===== config.mk =====
export PLATFORM = sky130hd
export DESIGN_NAME = shf_iter_ctrl
export DESIGN_NICKNAME = d
export VERILOG_FILES = /design/src/rtl/shf_pkg.sv /design/src/rtl/shf_step.sv /design/src/rtl/shf_iter_ctrl.sv
export SDC_FILE = /design/constraint.sdc
export NUM_CORES = 1
export LEC_CHECK = 0
export CORE_AREA = 8 8 81 83
export CTS_CLUSTER_DIAMETER = 60
export DETAILED_ROUTE_END_ITERATION = 7
export DIE_AREA = 0 0 89 91
export PLACE_DENSITY = 0.76
export SYNTH_ARGS = -nofsm -noshare
export SYNTH_HDL_FRONTEND = slang
export SYNTH_SLANG_ARGS = --single-unit
export TNS_END_PERCENT = 30

===== constraint.sdc =====
create_clock -name CLK -period 1.9 [get_ports CLK]
set_input_delay 0.285 -clock CLK [delete_from_list [all_inputs] [get_ports CLK]]
set_output_delay 0.285 -clock CLK [all_outputs]
set_load 0.005 [all_outputs]

===== src/rtl/shf_pkg.sv =====
// Shared types and constants for the iterative shift sequencer.
package shf_pkg;

    localparam int WIDTH_DEF  = 16;
    localparam int AMT_W      = 4;
    localparam int IR_DIR     = 4;
    localparam int IR_ARITH   = 5;
    localparam int IR_AMT_MSB = 3;

    typedef enum logic [1:0] {
        S_IDLE  = 2'd0,
        S_SHIFT = 2'd1,
        S_DONE  = 2'd2
    } state_e;

    typedef enum logic [1:0] {
        OP_LSHF  = 2'd0,
        OP_RSHFL = 2'd1,
        OP_RSHFA = 2'd2
    } op_e;

    // The arithmetic bit only matters for right shifts.
    function automatic op_e decode_op(input logic [5:0] ir);
        if (!ir[IR_DIR])        return OP_LSHF;
        else if (!ir[IR_ARITH]) return OP_RSHFL;
        else                    return OP_RSHFA;
    endfunction

endpackage


===== src/rtl/shf_step.sv =====
// One bounded shift step: shifts WIDTH bits by 0..STEP_MAX positions as selected by op.
module shf_step
    import shf_pkg::*;
#(
    parameter int WIDTH    = WIDTH_DEF,
    parameter int STEP_MAX = 4,
    localparam int SW      = $clog2(STEP_MAX + 1)
) (
    input  logic [WIDTH-1:0] data_i,
    input  logic [SW-1:0]    amt_i,
    input  op_e              op_i,
    output logic [WIDTH-1:0] data_o
);

    always_comb begin
        data_o = data_i;
        unique case (op_i)
            OP_LSHF:  data_o = data_i << amt_i;
            OP_RSHFL: data_o = data_i >> amt_i;
            OP_RSHFA: data_o = $signed(data_i) >>> amt_i;
            default:  data_o = data_i;
        endcase
    end

endmodule


===== src/rtl/shf_iter_ctrl.sv =====
// Multi-cycle LSHF/RSHFL/RSHFA sequencer, at most STEP_MAX bits per cycle.
// Optional early termination input ABORT is enabled by defining SHF_ITER_ABORT_EN.
module shf_iter_ctrl
    import shf_pkg::*;
#(
    parameter int WIDTH    = WIDTH_DEF,
    parameter int STEP_MAX = 4
) (
    input  logic             CLK,
    input  logic             RESET,
    input  logic             START,
    input  logic [WIDTH-1:0] A,
    input  logic [5:0]       IR,
`ifdef SHF_ITER_ABORT_EN
    input  logic             ABORT,
`endif
    output logic             BUSY,
    output logic             DONE,
    output logic [WIDTH-1:0] SHF_out
);

    localparam int SW                    = $clog2(STEP_MAX + 1);
    localparam logic [AMT_W-1:0] STEP_AMT = AMT_W'(STEP_MAX);

    state_e             state_q, state_d;
    op_e                op_q, op_d;
    logic [WIDTH-1:0]   acc_q, acc_d;
    logic [AMT_W-1:0]   rem_q, rem_d;
    logic [AMT_W-1:0]   step_amt;
    logic [WIDTH-1:0]   step_res;
    logic               abort;

`ifdef SHF_ITER_ABORT_EN
    assign abort = ABORT;
`else
    assign abort = 1'b0;
`endif

    assign step_amt = (rem_q < STEP_AMT) ? rem_q : STEP_AMT;

    shf_step #(
        .WIDTH    (WIDTH),
        .STEP_MAX (STEP_MAX)
    ) u_step (
        .data_i (acc_q),
        .amt_i  (step_amt[SW-1:0]),
        .op_i   (op_q),
        .data_o (step_res)
    );

    always_ff @(posedge CLK) begin
        if (RESET) begin
            state_q <= S_IDLE;
            op_q    <= OP_LSHF;
            acc_q   <= '0;
            rem_q   <= '0;
        end else begin
            state_q <= state_d;
            op_q    <= op_d;
            acc_q   <= acc_d;
            rem_q   <= rem_d;
        end
    end

    // acc is left untouched outside SHIFT so the result stays stable until the next accept.
    always_comb begin
        state_d = state_q;
        op_d    = op_q;
        acc_d   = acc_q;
        rem_d   = rem_q;
        unique case (state_q)
            S_IDLE: begin
                if (START) begin
                    acc_d   = A;
                    rem_d   = IR[IR_AMT_MSB:0];
                    op_d    = decode_op(IR);
                    state_d = (IR[IR_AMT_MSB:0] == '0) ? S_DONE : S_SHIFT;
                end
            end
            S_SHIFT: begin
                if (abort) begin
                    state_d = S_IDLE;
                end else begin
                    acc_d = step_res;
                    rem_d = rem_q - step_amt;
                    if (rem_d == '0) state_d = S_DONE;
                end
            end
            S_DONE:  state_d = S_IDLE;
            default: state_d = S_IDLE;
        endcase
    end

    assign BUSY    = (state_q != S_IDLE);
    assign DONE    = (state_q == S_DONE) && !abort;
    assign SHF_out = acc_q;

endmodule


# Word-level counts from Yosys, hierarchy flattened
# Cells that the tools add are included.
# totals
out_inout_bits	18
ff_bits	24
# op_classes
n_lt_le_gt_ge	1
n_addsub	1
n_eq_ne	7
n_mux	12
reduce_logical	10
shifts	3
# op_table
cell	n
$pmux W16 S3	1
$pmux W16 S2	1
$mux W16	1
$shl A16 B3 Y16	1
$shr A16 B3 Y16	1
$sshr A16 B3 Y16	1
$mux W2	5
$logic_not A4 Y1	2
$mux W4	2
$pmux W4 S2	1
$reduce_and A2 Y1	3
$eq A2 B1 Y1 const B	2
$eq A2 B2 Y1 const B	2
$logic_not A2 Y1	2
$lt A4 B3 Y1 const B	1
$ne A2 B2 Y1 const B	2
$ne A4 B1 Y1 const B	1
$pmux W2 S2	1
$reduce_bool A2 Y1	2
$sub A4 B4 Y4	1
$reduce_and A3 Y1	1

# Logic depth before layout (Yosys ltp)
# Gate-level depths: netlist of run 1.
# logic_depth
depth_word	6
mapped_depth	8
mapped_depth_nobuf	7

# Cells and area by module
# Synthesis of run 1 repeated with hierarchy kept, for this count alone.
# hier_totals
cells_unflattened	326
hier_area_um2	2885.3
# modules_own_cells
module	instances	seq_area_each_um2	cells_per_inst	area_per_inst_um2
shf_step	1	0.0	197	1680.4
shf_iter_ctrl	1	480.5	129	1204.9

# Least setup slack after synthesis of run 1
# No wires, ideal clock.
# synth_path
kind	reg-to-reg
from	register op_q[0]
to	register acc_q[7] (netlist: SHF_out[7])
arrival_ns	1.707
required_time_ns	1.805
path_stages_with_launch	9
n_path_buf	1
path_slack_ns	0.098
period_less_slack_ns	1.802
path_cell_list	dfxtp_1 > inv_1 > ha_1 > inv_1 > clkbuf_1 > a22oi_1 > o21ai_0 > a21oi_1 > a221oi_1
# synth_between
elab_chain_cells	3
word_cells_on_any_way	7
# synth_rtl
item	line	source
start: declaration	shf_iter_ctrl.sv:26	op_e op_q, op_d;
start signal: assignment	shf_iter_ctrl.sv:59	op_q <= op_d;
$eq A2 B2 Y1, or another cell as far along	shf_step.sv:17	unique case (op_i)
$pmux W16 S3 / $ne A4 B1 Y1 (equally long branches)	n/a	
$pmux W16 S2 / $reduce_and A3 Y1 (equally long branches)	n/a	
end signal: assignment	shf_iter_ctrl.sv:55	acc_q <= '0;
end signal: assignment	shf_iter_ctrl.sv:60	acc_q <= acc_d;
end: declaration	shf_iter_ctrl.sv:27	logic [WIDTH-1:0] acc_q, acc_d;
# Several ways; a longest one is shown, not always the timed one.
# A chain may end at the register's enable or synchronous reset.

# Worst setup path in the final report of run 1
# layout_path
from	register rem_q[2]
to	register acc_q[8] (netlist: SHF_out[8])
# layout_between
elab_chain_cells	5
word_cells_on_any_way	7
# layout_rtl
item	line	source
start: declaration	shf_iter_ctrl.sv:28	logic [AMT_W-1:0] rem_q, rem_d;
start signal: assignment	shf_iter_ctrl.sv:61	rem_q <= rem_d;
$lt A4 B3 Y1	shf_iter_ctrl.sv:39	assign step_amt = (rem_q < STEP_AMT) ? rem_q : STEP_AMT;
$mux W4 (*)	shf_iter_ctrl.sv:39	
$sshr A16 B3 Y16, or another cell as far along	shf_step.sv:20	OP_RSHFA: data_o = $signed(data_i) >>> amt_i;
$pmux W16 S3 (*)	shf_step.sv:17	
$pmux W16 S2 (*)	shf_iter_ctrl.sv:71	unique case (state_q)
# Mark *: on every way between the ends. The rest lies on a longest branch, timed or not.

==> flow_metrics.tcl, run 1 <==
set metrics [dict create \
    ctsHoldBuffers 0 \
    clkSinkCount 24 \
    internal_power_mw 1.24 \
    irDropWorstVdd_mv 0.341 \
    drt_first_iter_violations 415 \
    cts.htree.levels 1 \
    postSynth.asyncResetShare 0 \
    grt_pass1_wl_mm 14.3 \
    status "completed" \
    die_area_um2 8100 \
    period_needed_ns 1.89 \
    synth-edff-count 0 \
    boundaryPins 43 \
    clkPwrFrac 0.187 \
    cp.required_ns 2.07 \
    synth_top_area_share 0.193 \
    num_rows 27 \
    start_kind "flop" \
    power.density_nw_per_um2 595 \
    hold_start "op_q[1]" \
    rrSetupSlack_ns 0.01 \
    hold_path.class "flop to flop" \
    reg2reg_to "SHF_out[8]" \
    clk_pin_slew_worst_paths_ns 0.10 \
    seq_area_frac_synth 0.193 \
    final_area_um2 3390 \
    layout.nets 421 \
    clock_skew_ns 0.00418 \
    timing.slew.headroom 0.658 \
    syn-cell-area_um2 2490 \
    endpoint_kind "flop" \
    drt_wl_total_mm 9.03 \
    syn_avg_cell_area_um2 7.50 \
    finalMaxSlewViolations 0 \
    die_x_um 89 \
    post-place-ws_ns -0.212 \
    finalCritPeriodShare 0.995 \
    crit_arrival_ns 2.06 \
    synth_top_area_cell "dfxtp_1" \
    die_y_um 91 \
    antenna_found_initial 0 \
    r2r_start "rem_q[2]" \
    drt_first_pass_iters 5 \
    detailed_place.area_um2 3230 \
    cellLeakagePower_nw 1.22 \
    gp_congestion 0.925 \
    cap_viol_max_count 0 \
    postSynthCellCount 332 \
    grt_pass1_vias 2889 \
    tightest_slew_ns 0.513 \
    fmax_ghz 0.529 \
    post_drt_wl_per_cell_um 19.5 \
    pwr-share-seq 0.333 \
    rsz0062_at_grt "true" \
    holdWs_ns 0.498 \
    drive_gt1_frac 0.250 \
    core_um2 5340 \
    io_buffer_count 42 \
    hold_viol_final 0 \
    final_cell_mix "buf_4 (46), clkdlybuf4s50_1 (42), nand2_1 (39)" \
    layout_commonest_cell "buf_4" \
    grt_overflow 0 \
    areaGrowthSynthToFinish_pct 36.2 \
    p_comb_frac 0.481 \
    swShare 0.386 \
    insertion_delay_ns 0.28 \
    initial_core_util 0.466 \
    antenna_cells 0 \
    crit_fanout 8 \
    ant_nets 0 \
    finalSetupViolCount 0 \
    synth_nets 360 \
    via_per_inst 6.61 \
    synthDistinctLibCells 60 \
    dpl.hpwl_mm 6.40 \
    clockRootBuffer "clkbuf_8" \
    vias 3065 \
    min_to "op_q[1]" \
    drc 0 \
    ys.flop_type "dfxtp_1" \
    p_sw_uw 780 \
    cts_buffer_depth 2 \
    yosys-top-cells-area "dfxtp_1 (19%), mux4_2 (9.0%), a21oi_1 (6.2%)" \
    crit_type "flop to flop" \
    synth_warnings 0 \
    rr_worst_depth 6 \
    grt_max_degree 23 \
    cts_buffers 3 \
    grt.total_usage 0.216 \
    ys_seq_elements 24 \
    cts_tree "done" \
    holdPathStages 2 \
    worst_slack_ns 0.0104 \
]
==> Yosys cell counts (3+ instances only) <==
cell type and count:
a2111oi_0 3, a211oi_1 7, a21oi_1 31, a221oi_1 7
a31oi_1 7, buf_2 16, clkbuf_1 18, dfxtp_1 24
ha_1 3, inv_1 10, mux2_2 7, mux2i_1 9
mux4_2 10, nand2_1 39, nand3_1 13, nand3b_1 4
nor2_1 20, nor2b_1 3, nor3_1 4, nor4_1 3
o211ai_1 7, o21a_1 4, o21ai_0 25, o21ai_1 4
o21bai_1 3, o22ai_1 5, or2_2 3, or3_1 4
==> what timing repair did <==
action                     CTS  global route
pin swaps                    1             1
gates resized for setup      2            20
setup endpoints to repair    1            14
setup buffers                0             1
==> power by group through the flow <==
stage / clock network (mW) / logic (mW) / registers, mW
after detailed placement: 0 / 0.912 / 0.672
after floorplan: 0 / 0.563 / 0.609
after CTS: 0.383 / 0.921 / 0.660
after global placement: 0 / 0.894 / 0.670
final: 0.377 / 0.971 / 0.672
after global routing: 0.395 / 1.04 / 0.681
==> worst max-delay path by stage <==
stage                        start  depth (start not counted)     endpoint
after floorplan            op_q[0]                          8   SHF_out[7]
after global placement     op_q[1]                          9   SHF_out[8]
after detailed placement   op_q[1]                          9   SHF_out[8]
after CTS                  op_q[1]                          8   SHF_out[7]
after global routing      rem_q[0]                          7  SHF_out[13]
final                     rem_q[2]                          6   SHF_out[8]
==> metal layers <==
layer  global-route usage  wire (um)
met2                0.356       4400
met3               0.0288        739
met4               0.0888        284
met5                    0          0
met1                0.273       3610
==> worst max-delay path: stages, from the launching register on <==
cell       delay [ns]
dfxtp_2          0.38
or3b_1           0.43
o22ai_1          0.27
a221oi_2         0.16
a2111oi_4        0.33
buf_4            0.17
o21ai_1          0.05
==> sequential cells by signal, indices dropped and copies added, names as in the netlist <==
signal / cells
op_q: 2
rem_q: 4
SHF_out: 16
state_q: 2
==> metrics by stage <==
stage               total power [mW]  instances  utilization  TNS, ns
floorplan                       1.17        332            -        0
global placement                1.56        459        0.605   -0.169
detailed placement              1.58        459        0.605   -0.230
CTS                             1.96        463        0.617        0
global route                    2.12        464        0.635   -0.129
finish                          2.02        464        0.635        0
==> final cells by class <==
class,count,area (um^2)
fill,496,1950
sequential,24,487
multi-input combinational,261,1890
inverter,11,41.3
clock buffer,4,55.1
timing repair buffer,92,832
tap,72,90.1
==> kinds of logic (layout without fill, tap and decap cells) <==
logic type / after synthesis / after routing / synth area share
buffers and inverters: 47 / 107 / 0.0819
AND/OR/NAND/NOR: 109 / 109 / 0.224
adder cells (fa/ha/maj): 3 / 3 / 0.0151
multiplexers: 28 / 28 / 0.173
AO/OA/AOI/OAI: 121 / 121 / 0.313
flip-flops: 24 / 24 / 0.193
No activity file was read; power rests on OpenSTA's default activity.
==> inputs of run 2 (changes only) <==
Settings changed: CAP_MARGIN from default to 20, GPL_ROUTABILITY_DRIVEN from default to 0.
==> flow_metrics.tcl, run 2 (synthesized netlist as in run 1, its figures left out) <==
set metrics [dict create \
    endpoint_kind "flop" \
    grt_pass1_vias 2871 \
    finalCritPeriodShare 0.967 \
    die_x_um 89 \
    initial_core_util 0.466 \
    crit_fanout 7 \
    drt_wl_total_mm 8.79 \
    areaGrowthSynthToFinish_pct 34.8 \
    die_y_um 91 \
    start_kind "flop" \
    post_drt_wl_per_cell_um 19.0 \
    boundaryPins 43 \
    cp.required_ns 2.07 \
    dpl.hpwl_mm 6.35 \
    cts_tree "done" \
    power.density_nw_per_um2 628 \
    insertion_delay_ns 0.28 \
    layout_commonest_cell "buf_4" \
    antenna_cells 0 \
    slowest_stage "or3b_1" \
    crit_type "flop to flop" \
    clk_pin_slew_worst_paths_ns 0.10 \
    status "completed" \
    finalSetupViolCount 0 \
    worst_path_most_repeated_cell "mux2i_1" \
    cts.htree.levels 1 \
    cap_viol_max_count 0 \
    grt.total_usage 0.218 \
    rsz0062_at_grt "true" \
    largest_reg_flops 16 \
    fillCellCount 516 \
    ant_nets 0 \
    clkSinkCount 24 \
    finalPower_mw 2.11 \
    finalMaxSlewViolations 0 \
    final_cell_mix "buf_4 (48), clkdlybuf4s50_1 (42), nand2_1 (39)" \
    cp_slowest_stage_delay_ns 0.44 \
    io_buffer_count 42 \
    vias 2976 \
    final_util 0.629 \
    crit_family "compound AO/OA/AOI/OAI gates" \
    setup_tns_ns 0 \
    hold_viol_final 0 \
    antenna_found_initial 0 \
    num_rows 27 \
    internal_power_mw 1.33 \
    via_per_inst 6.43 \
    p_comb_frac 0.451 \
    drive_gt1_frac 0.240 \
    ctsHoldBuffers 0 \
    cp_cell_sequence "or3b_1, buf_4, mux2i_1, mux2i_1, a211oi_1, o21ai_1" \
    post-place-ws_ns -0.00859 \
    layout.nets 420 \
    clkPwrFrac 0.230 \
    tightest_slew_ns 0.486 \
    grt_max_degree 30 \
    worst_slack_ns 0.0626 \
    postCtsSetupBuffers 0 \
    hold_path.class "flop to flop" \
    crit_arrival_ns 2.01 \
    cts_buffer_depth 2 \
    irDropWorstVdd_mv 0.327 \
    cellLeakagePower_nw 1.21 \
    drc 0 \
    pwr-share-seq 0.319 \
    grt_overflow 0 \
    fmax_ghz 0.544 \
    die_area_um2 8100 \
    clock_skew_ns 0.00779 \
    core_um2 5340 \
    swShare 0.371 \
    crit_buf_inv 1 \
    period_needed_ns 1.84 \
    drt_first_pass_iters 5 \
    drt_first_iter_violations 329 \
    cts_buffers 3 \
    p_sw_uw 781 \
    clockRootBuffer "clkbuf_8" \
    timing.slew.headroom 0.676 \
    grt_pass1_wl_mm 14.4 \
]
[run 2: through the flow]
step / cell area [um^2] / hold WS, ns / std cells
floorplan: 2490 / 0.421 / 332
detailed placement: 3220 / 0.464 / 459
CTS: 3300 / 0.478 / 463
finish: 3360 / 0.466 / 463
global placement: 3220 / 0.461 / 459
global route: 3360 / 0.491 / 463
[run 2: per-layer routing]
metal,share of wire,wire length [um],GRT usage
met1,0.40,3540,0.286
met2,0.48,4240,0.356
met3,0.081,715,0.0243
met4,0.033,294,0.0763
met5,0,0,0
[run 2: final timing paths]
kind / start / endpoint / slack [ns] / cells after the start
min: op_q[0] / op_q[0] / 0.47 / 2
max: rem_q[2] / SHF_out[11] / 0.06 / 6
max reg2reg: rem_q[2] / SHF_out[11] / 0.06 / 6
min reg2reg: op_q[0] / op_q[0] / 0.47 / 2
[run 2: timing repair]
item                                    CTS  global route
pin swaps                                 0             3
gates resized for setup                   3            14
endpoints found under the setup margin    1            15
endpoints found under the hold margin     0             0
[run 2: cell type report]
type	count	area (um^2)	share of cell area
Multi-Input combinational cell	261	1870	0.556
Clock inverter	1	30.0	0.00895
Timing Repair Buffer	91	801	0.239
Inverter	11	41.3	0.0123
Clock buffer	3	41.3	0.0123
Sequential cell	24	487	0.145
Tap cell	72	90.1	0.0268
[run 2: power groups by stage]
stage,clock network (mW),registers [mW],logic (mW)
2_1_floorplan,0,0.609,0.563
3_3_place_gp,0,0.673,0.886
3_5_place_dp,0,0.675,0.901
4_1_cts,0.498,0.663,0.913
5_1_grt,0.511,0.682,1.02
6_report,0.485,0.672,0.950
[run 2: worst register-to-register path, delay by kind of cell (launching register included)]
kind                   cells  cell delay [ns]
AO/OA/AOI/OAI              2             0.45
AND/OR/NAND/NOR            1             0.44
flip-flops                 1             0.37
buffers and inverters      1             0.18
multiplexers               2             0.28
